===== config.mk =====
export PLATFORM = sky130hd
export DESIGN_NAME = mem2_stage_nlane
export DESIGN_NICKNAME = d
export VERILOG_FILES = /design/src/rtl/mem2_stage_nlane.sv
export SDC_FILE = /design/constraint.sdc
export NUM_CORES = 1
export LEC_CHECK = 0
export CAP_MARGIN = 20
export CORE_AREA = 3 3 171 173
export DETAILED_ROUTE_END_ITERATION = 6
export DIE_AREA = 0 0 174 176
export MAX_ROUTING_LAYER = met4
export PLACE_DENSITY = 0.67
export SLEW_MARGIN = 20
export SYNTH_ARGS = -nofsm -noshare
export SYNTH_HDL_FRONTEND = slang
export SYNTH_SLANG_ARGS = --single-unit

===== constraint.sdc =====
create_clock -name clk -period 4.77 [get_ports clk]
set_input_delay 0.954 -clock clk [delete_from_list [all_inputs] [get_ports clk]]
set_output_delay 0.954 -clock clk [all_outputs]
set_load 0.005 [all_outputs]

===== src/rtl/mem2_stage_nlane.sv =====
// MEM2 pipeline stage: registers LANES issue slots, waits for dcache data on lane 0, hands the group to WB.
// Optional sub-word load alignment/extension is enabled by defining M2S_LOAD_ALIGN_EN.
module mem2_stage_nlane #(
    parameter  int LANES  = 2,
    parameter  int DATA_W = 32,
    parameter  int PC_W   = 32,
    parameter  int REG_AW = 5,
    parameter  int WEN_W  = 4,
    localparam int BUS_W  = 7 + WEN_W + 1 + REG_AW + DATA_W + PC_W,
    localparam int OUT_W  = BUS_W - 5,
    localparam int FWD_W  = 3 + REG_AW + DATA_W
) (
    input  logic                    clk,
    input  logic                    resetn,
    input  logic                    flush,
    input  logic [LANES-1:0]        m1s_valid,
    input  logic [LANES*BUS_W-1:0]  m1s_to_m2s_bus,
    output logic                    m2s_allowin,
    input  logic                    ws_allowin,
    input  logic                    dcache_data_ok,
    input  logic [DATA_W-1:0]       dcache_rdata,
    output logic [LANES-1:0]        m2s_to_ws_valid,
    output logic [LANES*OUT_W-1:0]  m2s_to_ws_bus,
    output logic [LANES*FWD_W-1:0]  m2s_fwd_bus
);

    localparam int RES_LSB   = PC_W;
    localparam int DEST_LSB  = RES_LSB + DATA_W;
    localparam int GRWE_BIT  = DEST_LSB + REG_AW;
    localparam int WEN_LSB   = GRWE_BIT + 1;
    localparam int ALO_LSB   = WEN_LSB + WEN_W;
    localparam int SIZE_LSB  = ALO_LSB + 2;
    localparam int SEXT_BIT  = SIZE_LSB + 2;
    localparam int LOAD_BIT  = SEXT_BIT + 1;
    localparam int FIRST_BIT = LOAD_BIT + 1;

    logic [LANES-1:0]            r_valid;
    logic [LANES-1:0][BUS_W-1:0] r_bus;
    logic                        r_hold_vld;
    logic [DATA_W-1:0]           r_hold_data;
    logic                        r_discard;

    logic              w_is_load0;
    logic              w_data_ok;
    logic              w_wait_ld;
    logic              w_ready_go;
    logic              w_leave;
    logic [DATA_W-1:0] w_ld_raw;
    logic [DATA_W-1:0] w_ld_data;
    logic              w_unused_fmt;

    assign w_is_load0  = r_bus[0][LOAD_BIT];
    // A response owed to a flushed load is swallowed here, so it can neither complete nor be captured.
    assign w_data_ok   = dcache_data_ok & ~r_discard;
    assign w_wait_ld   = r_valid[0] & w_is_load0 & ~r_hold_vld;
    assign w_ready_go  = ~w_wait_ld | w_data_ok;
    assign w_leave     = w_ready_go & ws_allowin;
    assign m2s_allowin = ~|r_valid | w_leave;
    assign w_ld_raw    = r_hold_vld ? r_hold_data : dcache_rdata;

`ifdef M2S_LOAD_ALIGN_EN
    logic [DATA_W-1:0] w_ld_shift;

    always_comb begin
        // NOTE: every output of a combinational block gets a default first so no latch is inferred.
        w_unused_fmt = 1'b0;
        for (int i = 1; i < LANES; i++) begin
            w_unused_fmt = w_unused_fmt ^ (^r_bus[i][LOAD_BIT:ALO_LSB]);
        end
        w_ld_shift = w_ld_raw >> {r_bus[0][ALO_LSB +: 2], 3'b000};
        case (r_bus[0][SIZE_LSB +: 2])
            2'd0:    w_ld_data = {{(DATA_W-8){r_bus[0][SEXT_BIT] & w_ld_shift[7]}}, w_ld_shift[7:0]};
            2'd1:    w_ld_data = {{(DATA_W-16){r_bus[0][SEXT_BIT] & w_ld_shift[15]}}, w_ld_shift[15:0]};
            default: w_ld_data = w_ld_shift;
        endcase
    end
`else
    always_comb begin
        w_unused_fmt = ^r_bus[0][SEXT_BIT:ALO_LSB];
        for (int i = 1; i < LANES; i++) begin
            w_unused_fmt = w_unused_fmt ^ (^r_bus[i][LOAD_BIT:ALO_LSB]);
        end
        w_ld_data = w_ld_raw;
    end
`endif

    // NOTE: sequential state uses non-blocking assignments so every flop samples pre-edge values.
    always_ff @(posedge clk or negedge resetn) begin
        if (!resetn) begin
            r_valid <= '0;
            r_bus   <= '0;
        end else begin
            if (flush) begin
                r_valid <= '0;
            end else if (m2s_allowin) begin
                r_valid <= m1s_valid;
            end
            if (m2s_allowin && |m1s_valid) begin
                r_bus <= m1s_to_m2s_bus;
            end
        end
    end

    // NOTE: hold_data is reset along with its valid bit so the stage comes out of reset fully defined.
    always_ff @(posedge clk or negedge resetn) begin
        if (!resetn) begin
            r_hold_vld  <= 1'b0;
            r_hold_data <= '0;
            r_discard   <= 1'b0;
        end else begin
            if (flush || w_leave) begin
                r_hold_vld <= 1'b0;
            end else if (w_wait_ld && w_data_ok && !ws_allowin) begin
                r_hold_vld  <= 1'b1;
                r_hold_data <= dcache_rdata;
            end
            if (r_discard) begin
                if (dcache_data_ok) begin
                    r_discard <= flush & w_wait_ld;
                end
            end else if (flush && w_wait_ld && !dcache_data_ok) begin
                r_discard <= 1'b1;
            end
        end
    end

    for (genvar i = 0; i < LANES; i++) begin : g_lane
        logic [DATA_W-1:0] w_final;
        logic              w_data_ready;

        if (i == 0) begin : g_mem
            assign w_final      = w_is_load0 ? w_ld_data : r_bus[0][RES_LSB +: DATA_W];
            assign w_data_ready = ~(w_is_load0 & ~w_ready_go);
        end else begin : g_alu
            assign w_final      = r_bus[i][RES_LSB +: DATA_W];
            assign w_data_ready = 1'b1;
        end

        assign m2s_to_ws_valid[i] = r_valid[i] & w_ready_go & ~flush;
        // The WB record carries one spare zero bit above 'first'.
        assign m2s_to_ws_bus[i*OUT_W +: OUT_W] = {1'b0, r_bus[i][FIRST_BIT], r_bus[i][WEN_LSB +: WEN_W],
                                                 r_bus[i][GRWE_BIT], r_bus[i][DEST_LSB +: REG_AW],
                                                 w_final, r_bus[i][PC_W-1:0]};
        assign m2s_fwd_bus[i*FWD_W +: FWD_W]   = {r_valid[i], r_bus[i][GRWE_BIT] & r_valid[i], w_data_ready,
                                                 r_bus[i][DEST_LSB +: REG_AW], w_final};
    end

endmodule


==> results of run 1 <==
==> critical path, cell delays in order <==
cell and delay, ps:
clkdlybuf4s50_1 490, nor2b_1 300, nor2_1 180, nor3b_1 220, clkdlybuf4s50_1 540
==> where the power goes <==
part           switching [uW]  internal (uW)
Sequential                192           1890
Clock                     682            705
Combinational             474            992
==> cell type report <==
cell class              instances  area (um2)  share of cell area [%]
well taps                     378       473.0                   3.659
flip-flops and latches        187        4682                   36.22
clock buffers                  18       439.2                   3.398
clock inverters                14       123.9                  0.9584
diodes                          1       2.502                 0.01936
repair buffers                429        4315                   33.39
multi-input cells             305        2874                   22.24
inverters                       4       15.01                  0.1162
==> cell families (layout without fill, tap and decap cells) <==
logic type	Yosys count	in the layout	share of synthesized area, %
muxes	215	215	25.78
and+or+nand+nor	46	46	2.547
other	2	4	0.08132
DFF	187	187	50.67
buffers and inverters	230	465	18.37
AOI/OAI and AO/OA	41	41	2.547
==> flip-flops by register name, indices dropped and copies added, names as in the netlist <==
name           flops
r_bus             33
r_discard          1
r_hold_data       32
m2s_fwd_bus       42
r_valid            2
r_hold_vld         1
m2s_to_ws_bus     76
==> metrics by stage <==
stage | area, um2 | utilization [%]
5_1_grt | 12920 | 46.52
3_3_place_gp | 12360 | 44.49
2_1_floorplan | 9239 | -
4_1_cts | 12920 | 46.51
6_report | 12920 | 46.52
3_5_place_dp | 12360 | 44.49
==> worst paths after layout <==
check / startpoint / to / slack, ps / cells past startpoint
max in group asynchronous: resetn / m2s_to_ws_bus[0]$_DFFE_PN0P_ / 3210 / 2
min in group asynchronous: resetn / m2s_to_ws_bus[150]$_DFFE_PN0P_ / 560 / 1
min: r_hold_data[6]$_DFFE_PN0P_ / r_hold_data[6]$_DFFE_PN0P_ / 490 / 1
min reg2reg: r_hold_data[6]$_DFFE_PN0P_ / r_hold_data[6]$_DFFE_PN0P_ / 490 / 1
max: dcache_data_ok / m2s_to_ws_valid[0] / 1130 / 5
max reg2reg: r_bus[79]$_DFFE_PN0P_ / m2s_to_ws_bus[76]$_DFFE_PN0P_ / 2170 / 4
==> placed cells by master, fill, tap and decap left out, types with 3 or more instances in the layout <==
cell             instances
clkdlybuf4s50_1        420
dfrtp_1                185
mux2_1                  92
mux2_2                  91
nor2_1                  34
mux2i_1                 32
a21oi_1                 32
clkbuf_16               17
buf_4                    5
inv_1                    4
inv_6                    4
inv_8                    4
conb_1                   3
clkinv_4                 3
buf_12                   3
==> routing by layer <==
| metal | share of wire [%] | vias to the layer above |
|---|---|---|
| met5 | 0 | - |
| met4 | 1.3 | 0 |
| met2 | 51 | 256 |
| met1 | 41 | 2894 |
| li1 | - | 2696 |
| met3 | 6.9 | 15 |
==> flow_summary_export.csv, run 1 <==
group,metric,value,unit
sta,finalSetupViolCount,0,
clock_network,cts_resized,0,
setup_path,setup.worst_path.class,"input port to output port",
global_route,grt_pass1_wl,36.09,mm
pwr,power_leakage,0.005201,uW
routing,routed-via-count,5861,
layout,syn_to_final_growth,39.95,%
layout,drive_above_1_share,14.32,%
sta,rsz0062_at_grt,"false",
clock_network,clock-root-buffer,"clkbuf_16",
synth,synth_top_area_share,50.67,%
setup_path,start_kind,"input port",
synth,yosysSeqAreaShare,50.67,%
die,dieArea,30620,um2
routing,firstDrtPassIters,4,
sta,maxSlewViolCount,0,
pwr,power,4934,uW
sta,period_needed,3637,ps
sta,hold_viol,0,
sta,finClkSkew,12.24,ps
die,rows,61,
clock_network,clkLatencyLatePin,430,ps
sta,relSlewSlack,35.41,%
synth,synth_edf_count,0,
clock_network,htreeDepth,4,
die,fp.dieH,176,um
layout,instances_no_fill,1336,
global_route,grt_use_total,15.57,%
global_route,grt_max_degree,98,
sta,whs,491.2,ps
die,start_util,33.24,%
place,gp_congestion,0.7547,
clock_network,cts_setup_buffers,0,
synth,yosysTopAreaCell,"dfrtp_1",
setup_path,critPathArrivalTime,2680,ps
sta,tightest_slew,968.8,ps
pwr,ir_drop,0.2062,mV
clock_network,clock_sinks,187,
routing,drc,0,
worst_hold_path,hold_path.class,"flip-flop to flip-flop",
global_route,grt_pass1_vias,6211,
run_status,status,"finished, final reports clean",
sta,final.period_utilization,76.25,%
synth,synth_area_leaders,"dfrtp_1 51%, buf_4 16%, mux2_1 11%, mux2_2 11%, mux2i_1 3.5%",
routing,ant_nets,0,
clock_network,clk_path_buf_depth,2,
routing,wl_per_cell,17.76,um
global_route,grt_antenna_before_repair,1,
global_route,gr-total-overflow,0,
place,dpl.cell_count,1303,
synth,yosysMostFrequentCell,"buf_4",
synth,synth.avg_cell_area,12.81,um2
synth,synth_common_cells,"199 x buf_4, 187 x dfrtp_1, 92 x mux2_1",
clock_network,cts_made_buffers,17,
synth,ys_ff_latch,187,
setup_path,worst_ep_required_time,3820,ps
die,core_area,27780,um2
global_route,use_met3,4.280,%
sta,fmax,274.9,MHz
sta,fin_ws,1133,ps
sta,tns,0,ps
setup_path,critPathMaxFanout,5,
layout,layout.nets,1145,
routing,routed_wl,23.73,mm
synth,syn_area,9235,um2
run,maxCapViolCount,0,
routing,viasPerCell,4.387,
synth,synth_cell_types,29,
clock_network,cts_tree,"done",
clock_network,hold_buffers,0,
synth,synthFlopType,"dfrtp_1",
place,hpwl,17.55,mm
global_route,gr-usage-met2,26.51,%
routing,first_iter_violations,179,
pwr,power_density,381.7,nW/um2
die,die_width,174,um
layout,fillCellCount,2539,
place,numPortBuffers,421,
synth,async_flop_share,100.0,%
setup_path,critPathCaptureType,"output port",
global_route,met1_usage,18.40,%
synth,ys_warn_count,0,
synth,syn_inst,721,
place,place_worst_setup_slack,1146,ps
clock_network,clkTransAtPathRegs,70,ps
die,io_pins,436,
global_route,busiest_layer,"met2",
Power figures use the tool's default switching activity.
==> run 2, diff against run 1 <==
--- a/config.mk
+++ b/config.mk
@@ -6,11 +6,11 @@
 export NUM_CORES = 1
 export LEC_CHECK = 0
 export CAP_MARGIN = 20
-export CORE_AREA = 3 3 171 173
+export CORE_AREA = 3 3 167 169
 export DETAILED_ROUTE_END_ITERATION = 6
-export DIE_AREA = 0 0 174 176
+export DIE_AREA = 0 0 170 172
 export MAX_ROUTING_LAYER = met4
-export PLACE_DENSITY = 0.67
+export PLACE_DENSITY = 0.69
 export SLEW_MARGIN = 20
 export SYNTH_ARGS = -nofsm -noshare
 export SYNTH_HDL_FRONTEND = slang
==> constraint.sdc (replaced) <==
create_clock -name clk -period 3.5 [get_ports clk]
set_input_delay 0.7 -clock clk [delete_from_list [all_inputs] [get_ports clk]]
set_output_delay 0.7 -clock clk [all_outputs]
set_load 0.005 [all_outputs]
==> flow_summary_export.csv, run 2 (synthesized netlist as in run 1, its figures left out) <==
group,metric,value,unit
pwr,power_density,521.2,nW/um2
run,maxCapViolCount,0,
sta,period_needed,3137,ps
global_route,gr-total-overflow,0,
place,place_worst_setup_slack,328.5,ps
setup_path,critPathLaunch,"dcache_data_ok",
setup_path,critPathArrivalTime,2440,ps
sta,fin_ws,362.9,ps
layout,largest_reg_flops,76,
routing,first_iter_violations,226,
run_status,status,"finished, final reports clean",
die,fp.dieH,172,um
layout,stdcell_area,12920,um2
sta,finalSetupViolCount,0,
sta,tightest_slew,711.7,ps
global_route,grt_antenna_before_repair,3,
clock_network,cts_resized,0,
setup_path,critPathMaxFanout,5,
pwr,switching_share,27.35,%
layout,layout_commonest_cell,"clkdlybuf4s50_1",
sta,finClkSkew,11.81,ps
clock_network,clock-root-buffer,"clkbuf_16",
die,core_area,26730,um2
sta,maxSlewViolCount,0,
global_route,grt_pass1_wl,35.24,mm
die,rows,60,
routing,viasPerCell,4.462,
pwr,power,6734,uW
place,numPortBuffers,421,
pwr,power.share.sequential,41.8,%
setup_path,rr_startpoint,"r_bus[79]$_DFFE_PN0P_",
global_route,grt_pass1_vias,6122,
place,hpwl,17.94,mm
setup_path,critPathCaptureType,"output port",
sta,tns,0,ps
routing,drc,0,
sta,relSlewSlack,52.55,%
layout,drive_above_1_share,14.41,%
routing,ant_nets,0,
clock_network,clkTransAtPathRegs,80,ps
clock_network,cts_made_buffers,17,
die,die_width,170,um
worst_hold_path,hold_path.class,"input port to asynchronous set/reset pin",
setup_path,crit_end,"m2s_allowin",
pwr,p_clk_share,28.1,%
clock_network,cts_setup_buffers,0,
setup_path,worst_ep_required_time,2800,ps
clock_network,htreeDepth,4,
pwr,switchingPower,1842,uW
sta,final.period_utilization,89.63,%
die,start_util,34.56,%
setup_path,r2r_slack,1240,ps
setup_path,rr_endpoint,"m2s_fwd_bus[42]$_DFFE_PN0P_",
layout,final_cell_mix,"420 x clkdlybuf4s50_1, 185 x dfrtp_1, 92 x mux2_1, 91 x mux2_2, 34 x nor2_1",
routing,routed-via-count,5809,
clock_network,clock_sinks,187,
die,dieArea,29240,um2
pwr,power.internal,4892,uW
setup_path,start_kind,"input port",
global_route,grt_max_degree,85,
clock_network,hold_buffers,0,
setup_path,setup.worst_path.class,"input port to output port",
die,io_pins,436,
clock_network,clkLatencyLatePin,430,ps
pwr,ir_drop,0.2842,mV
routing,firstDrtPassIters,4,
clock_network,clk_path_buf_depth,2,
sta,fmax,318.8,MHz
pwr,power_leakage,0.005217,uW
setup_path,rr_worst_depth,4,
routing,routed_wl,23.73,mm
layout,layout.nets,1147,
global_route,grt_use_total,16.30,%
pwr,pwr-share-comb,30.1,%
routing,wl_per_cell,18.23,um
place,postPlaceCellArea,12350,um2
layout,fin_util,48.34,%
sta,rsz0062_at_grt,"false",
layout,syn_to_final_growth,39.90,%
clock_network,cts_tree,"done",
sta,hold_viol,0,
layout,fillCellCount,2406,
place,gp_congestion,0.7443,
-- run 2: stage by stage --
step           instances  hold slack [ps]
6_report            1302            309.2
3_5_place_dp        1268            478.7
3_3_place_gp        1268            466.6
5_1_grt             1302            339.6
2_1_floorplan        722            404.4
4_1_cts             1299            326.0
-- run 2: metal layers --
layer	track usage [%]	part of all wire, %	routed length (um)
met2	28.04	51	12090
met3	5.373	7.9	1874
met1	18.60	40	9546
met4	3.739	0.93	220
met5	-	0	0
-- run 2: power by group through the flow --
stage               clock network (uW)  registers (uW)  logic, uW
floorplan                            0            2780       1260
global placement                     0            2840       2040
detailed placement                   0            2870       2060
CTS                               1970            2820       2080
global route                      2080            2880       2190
finish                            1890            2810       2030
-- run 2: worst min path at each step --
| stage | depth (start not counted) | from | endpoint |
|---|---|---|---|
| floorplan | 0 | resetn | m2s_fwd_bus[32]$_DFFE_PN0P_ |
| global placement | 1 | r_hold_data[5]$_DFFE_PN0P_ | r_hold_data[5]$_DFFE_PN0P_ |
| detailed placement | 1 | r_hold_data[5]$_DFFE_PN0P_ | r_hold_data[5]$_DFFE_PN0P_ |
| CTS | 1 | resetn | m2s_to_ws_bus[93]$_DFFE_PN0P_ |
| global route | 1 | resetn | m2s_to_ws_bus[93]$_DFFE_PN0P_ |
| finish | 1 | resetn | m2s_to_ws_bus[93]$_DFFE_PN0P_ |
-- run 2: cell type report --
type	instances	area (um2)	area share (%)
Antenna cell	3	7.507	0.05811
Clock buffer	18	439.2	3.399
Clock inverter	13	120.1	0.9297
Inverter	4	15.01	0.1162
Multi-Input combinational cell	305	2874	22.24
Sequential cell	187	4682	36.24
Tap cell	341	426.7	3.302
Timing Repair Buffer	431	4355	33.71
-- run 2: worst max-delay path: stages --
cell and delay [ps]:
clkdlybuf4s50_1 490, nor2b_1 310, nor2_1 180, o22ai_1 170, clkdlybuf4s50_1 580
==> run 3, diff against run 2 <==
--- a/config.mk
+++ b/config.mk
@@ -11,7 +11,7 @@
 export DIE_AREA = 0 0 170 172
 export MAX_ROUTING_LAYER = met4
 export PLACE_DENSITY = 0.69
-export SLEW_MARGIN = 20
+export SLEW_MARGIN = 0
 export SYNTH_ARGS = -nofsm -noshare
 export SYNTH_HDL_FRONTEND = slang
 export SYNTH_SLANG_ARGS = --single-unit
==> constraint.sdc (replaced) <==
create_clock -name clk -period 3.57 [get_ports clk]
set_input_delay 0.714 -clock clk [delete_from_list [all_inputs] [get_ports clk]]
set_output_delay 0.714 -clock clk [all_outputs]
set_load 0.005 [all_outputs]
==> flow_summary_export.csv, run 3 (synthesized netlist as in run 1, its figures left out) <==
group,metric,value,unit
run_status,status,"finished, final reports clean",
setup_path,rr_endpoint,"m2s_fwd_bus[47]$_DFFE_PN0P_",
place,hpwl,18.62,mm
setup_path,critPathCaptureType,"output port",
sta,hold_viol,0,
layout,final_cell_mix,"420 x clkdlybuf4s50_1, 185 x dfrtp_1, 92 x mux2_1, 91 x mux2_2, 34 x nor2_1",
setup_path,max_stage_delay,720,ps
routing,routed_wl,24.03,mm
die,core_area,26730,um2
layout,largest_reg_flops,76,
setup_path,rr_worst_depth,4,
pwr,power_leakage,0.005273,uW
setup_path,crit_end,"m2s_fwd_bus[8]",
die,start_util,34.56,%
routing,viasPerCell,4.501,
setup_path,r2r_slack,1150,ps
die,die_width,170,um
setup_path,critPathArrivalTime,2510,ps
routing,wl_per_cell,18.34,um
layout,layout_commonest_cell,"clkdlybuf4s50_1",
routing,first_iter_violations,230,
die,fp.dieH,172,um
routing,ant_nets,0,
setup_path,slowest_stage,"dfrtp_2",
run,maxCapViolCount,0,
global_route,grt_antenna_before_repair,1,
sta,finalSetupViolCount,0,
routing,firstDrtPassIters,4,
sta,tns,0,ps
sta,fmax,310.2,MHz
setup_path,critPathMaxFanout,18,
setup_path,start_kind,"flip-flop",
clock_network,hold_buffers,0,
clock_network,clock_sinks,187,
layout,drive_above_1_share,15.29,%
die,io_pins,436,
clock_network,cts_tree,"done",
setup_path,rr_startpoint,"r_bus[79]$_DFFE_PN0P_",
sta,final.period_utilization,90.31,%
clock_network,clock-root-buffer,"clkbuf_16",
place,numPortBuffers,421,
global_route,grt_pass1_wl,35.70,mm
global_route,grt_use_total,16.39,%
clock_network,cts_setup_buffers,0,
global_route,gr-total-overflow,0,
clock_network,clkLatencyLatePin,430,ps
clock_network,htreeDepth,4,
place,gp_congestion,0.7792,
layout,syn_to_final_growth,40.85,%
global_route,grt_max_degree,87,
clock_network,cts_resized,0,
clock_network,clk_path_buf_depth,2,
clock_network,cts_made_buffers,17,
sta,relSlewSlack,48.15,%
place,dpl.cell_count,1278,
sta,period_needed,3224,ps
worst_hold_path,hold_path.class,"input port to asynchronous set/reset pin",
setup_path,critPathLaunch,"r_hold_vld$_DFFE_PN0P_",
layout,instances_no_fill,1310,
sta,tightest_slew,777.7,ps
layout,layout.nets,1157,
sta,finClkSkew,14.41,ps
routing,routed-via-count,5896,
global_route,grt_pass1_vias,6249,
pwr,power_density,510.6,nW/um2
sta,maxSlewViolCount,0,
die,dieArea,29240,um2
clock_network,clkTransAtPathRegs,80,ps
setup_path,crit_chain,"buf_4, mux2i_1, a21oi_1, clkdlybuf4s50_1",
setup_path,setup.worst_path.class,"flip-flop to output port",
setup_path,worst_ep_required_time,2860,ps
die,rows,60,
routing,drc,0,
pwr,ir_drop,0.2768,mV
sta,rsz0062_at_grt,"false",
[run 3: how the worst min path moves through the flow]
stage | from | endpoint | slack (ps) | depth (start not counted)
after global placement | r_hold_data[6]$_DFFE_PN0P_ | r_hold_data[6]$_DFFE_PN0P_ | 470 | 1
after CTS | resetn | m2s_to_ws_bus[93]$_DFFE_PN0P_ | 350 | 1
after detailed placement | r_hold_data[6]$_DFFE_PN0P_ | r_hold_data[6]$_DFFE_PN0P_ | 480 | 1
after global routing | resetn | m2s_to_ws_bus[85]$_DFFE_PN0P_ | 360 | 1
after floorplan | resetn | m2s_fwd_bus[32]$_DFFE_PN0P_ | 420 | 0
final | resetn | m2s_to_ws_bus[93]$_DFFE_PN0P_ | 310 | 1
[run 3: metrics by stage]
stage | hold WS, ps | area [um2] | total power (uW) | utilization (%) | setup WS [ps]
2_1_floorplan | 418.4 | 9239 | 3958 | - | 1454
3_3_place_gp | 468.4 | 12440 | 4818 | 46.55 | 392.9
3_5_place_dp | 479.6 | 12440 | 4870 | 46.55 | 386.7
4_1_cts | 352.4 | 13010 | 6769 | 48.66 | 302.0
5_1_grt | 360.5 | 13010 | 7022 | 48.67 | 233.5
6_report | 305.0 | 13010 | 6641 | 48.67 | 345.8
[run 3: critical path: cells and delay by family, from the launching register on]
kind	cells	cell delay (ps)
compound gates	1	290
buf+inv	2	960
mux	1	110
flops	1	720
[run 3: final cells by class]
class	instances	area (um2)
Antenna cell	1	2.502
Clock inverter	13	125.1
Clock buffer	18	439.2
Multi-Input combinational cell	305	2874
Timing Repair Buffer	441	4443
Sequential cell	187	4682
Inverter	4	15.01
Fill cell	2390	13720
Tap cell	341	426.7
[run 3: power breakdown]
part           switching [uW]  leakage [uW]  total, uW  internal (uW)
registers                 248       0.00222       2770           2520
logic                     661       0.00278       2010           1350
clock network             913      0.000281       1860            943
total                    1820       0.00527       6640           4820
[run 3: routing by layer]
metal  routed length [um]  vias to the layer above  track usage, %
met2                12300                      256           28.44
met1                 9719                     2902           18.83
li1                     -                     2720               -
met4                  335                        0           4.127
met5                    0                        -               -
met3                 1668                       18           4.641
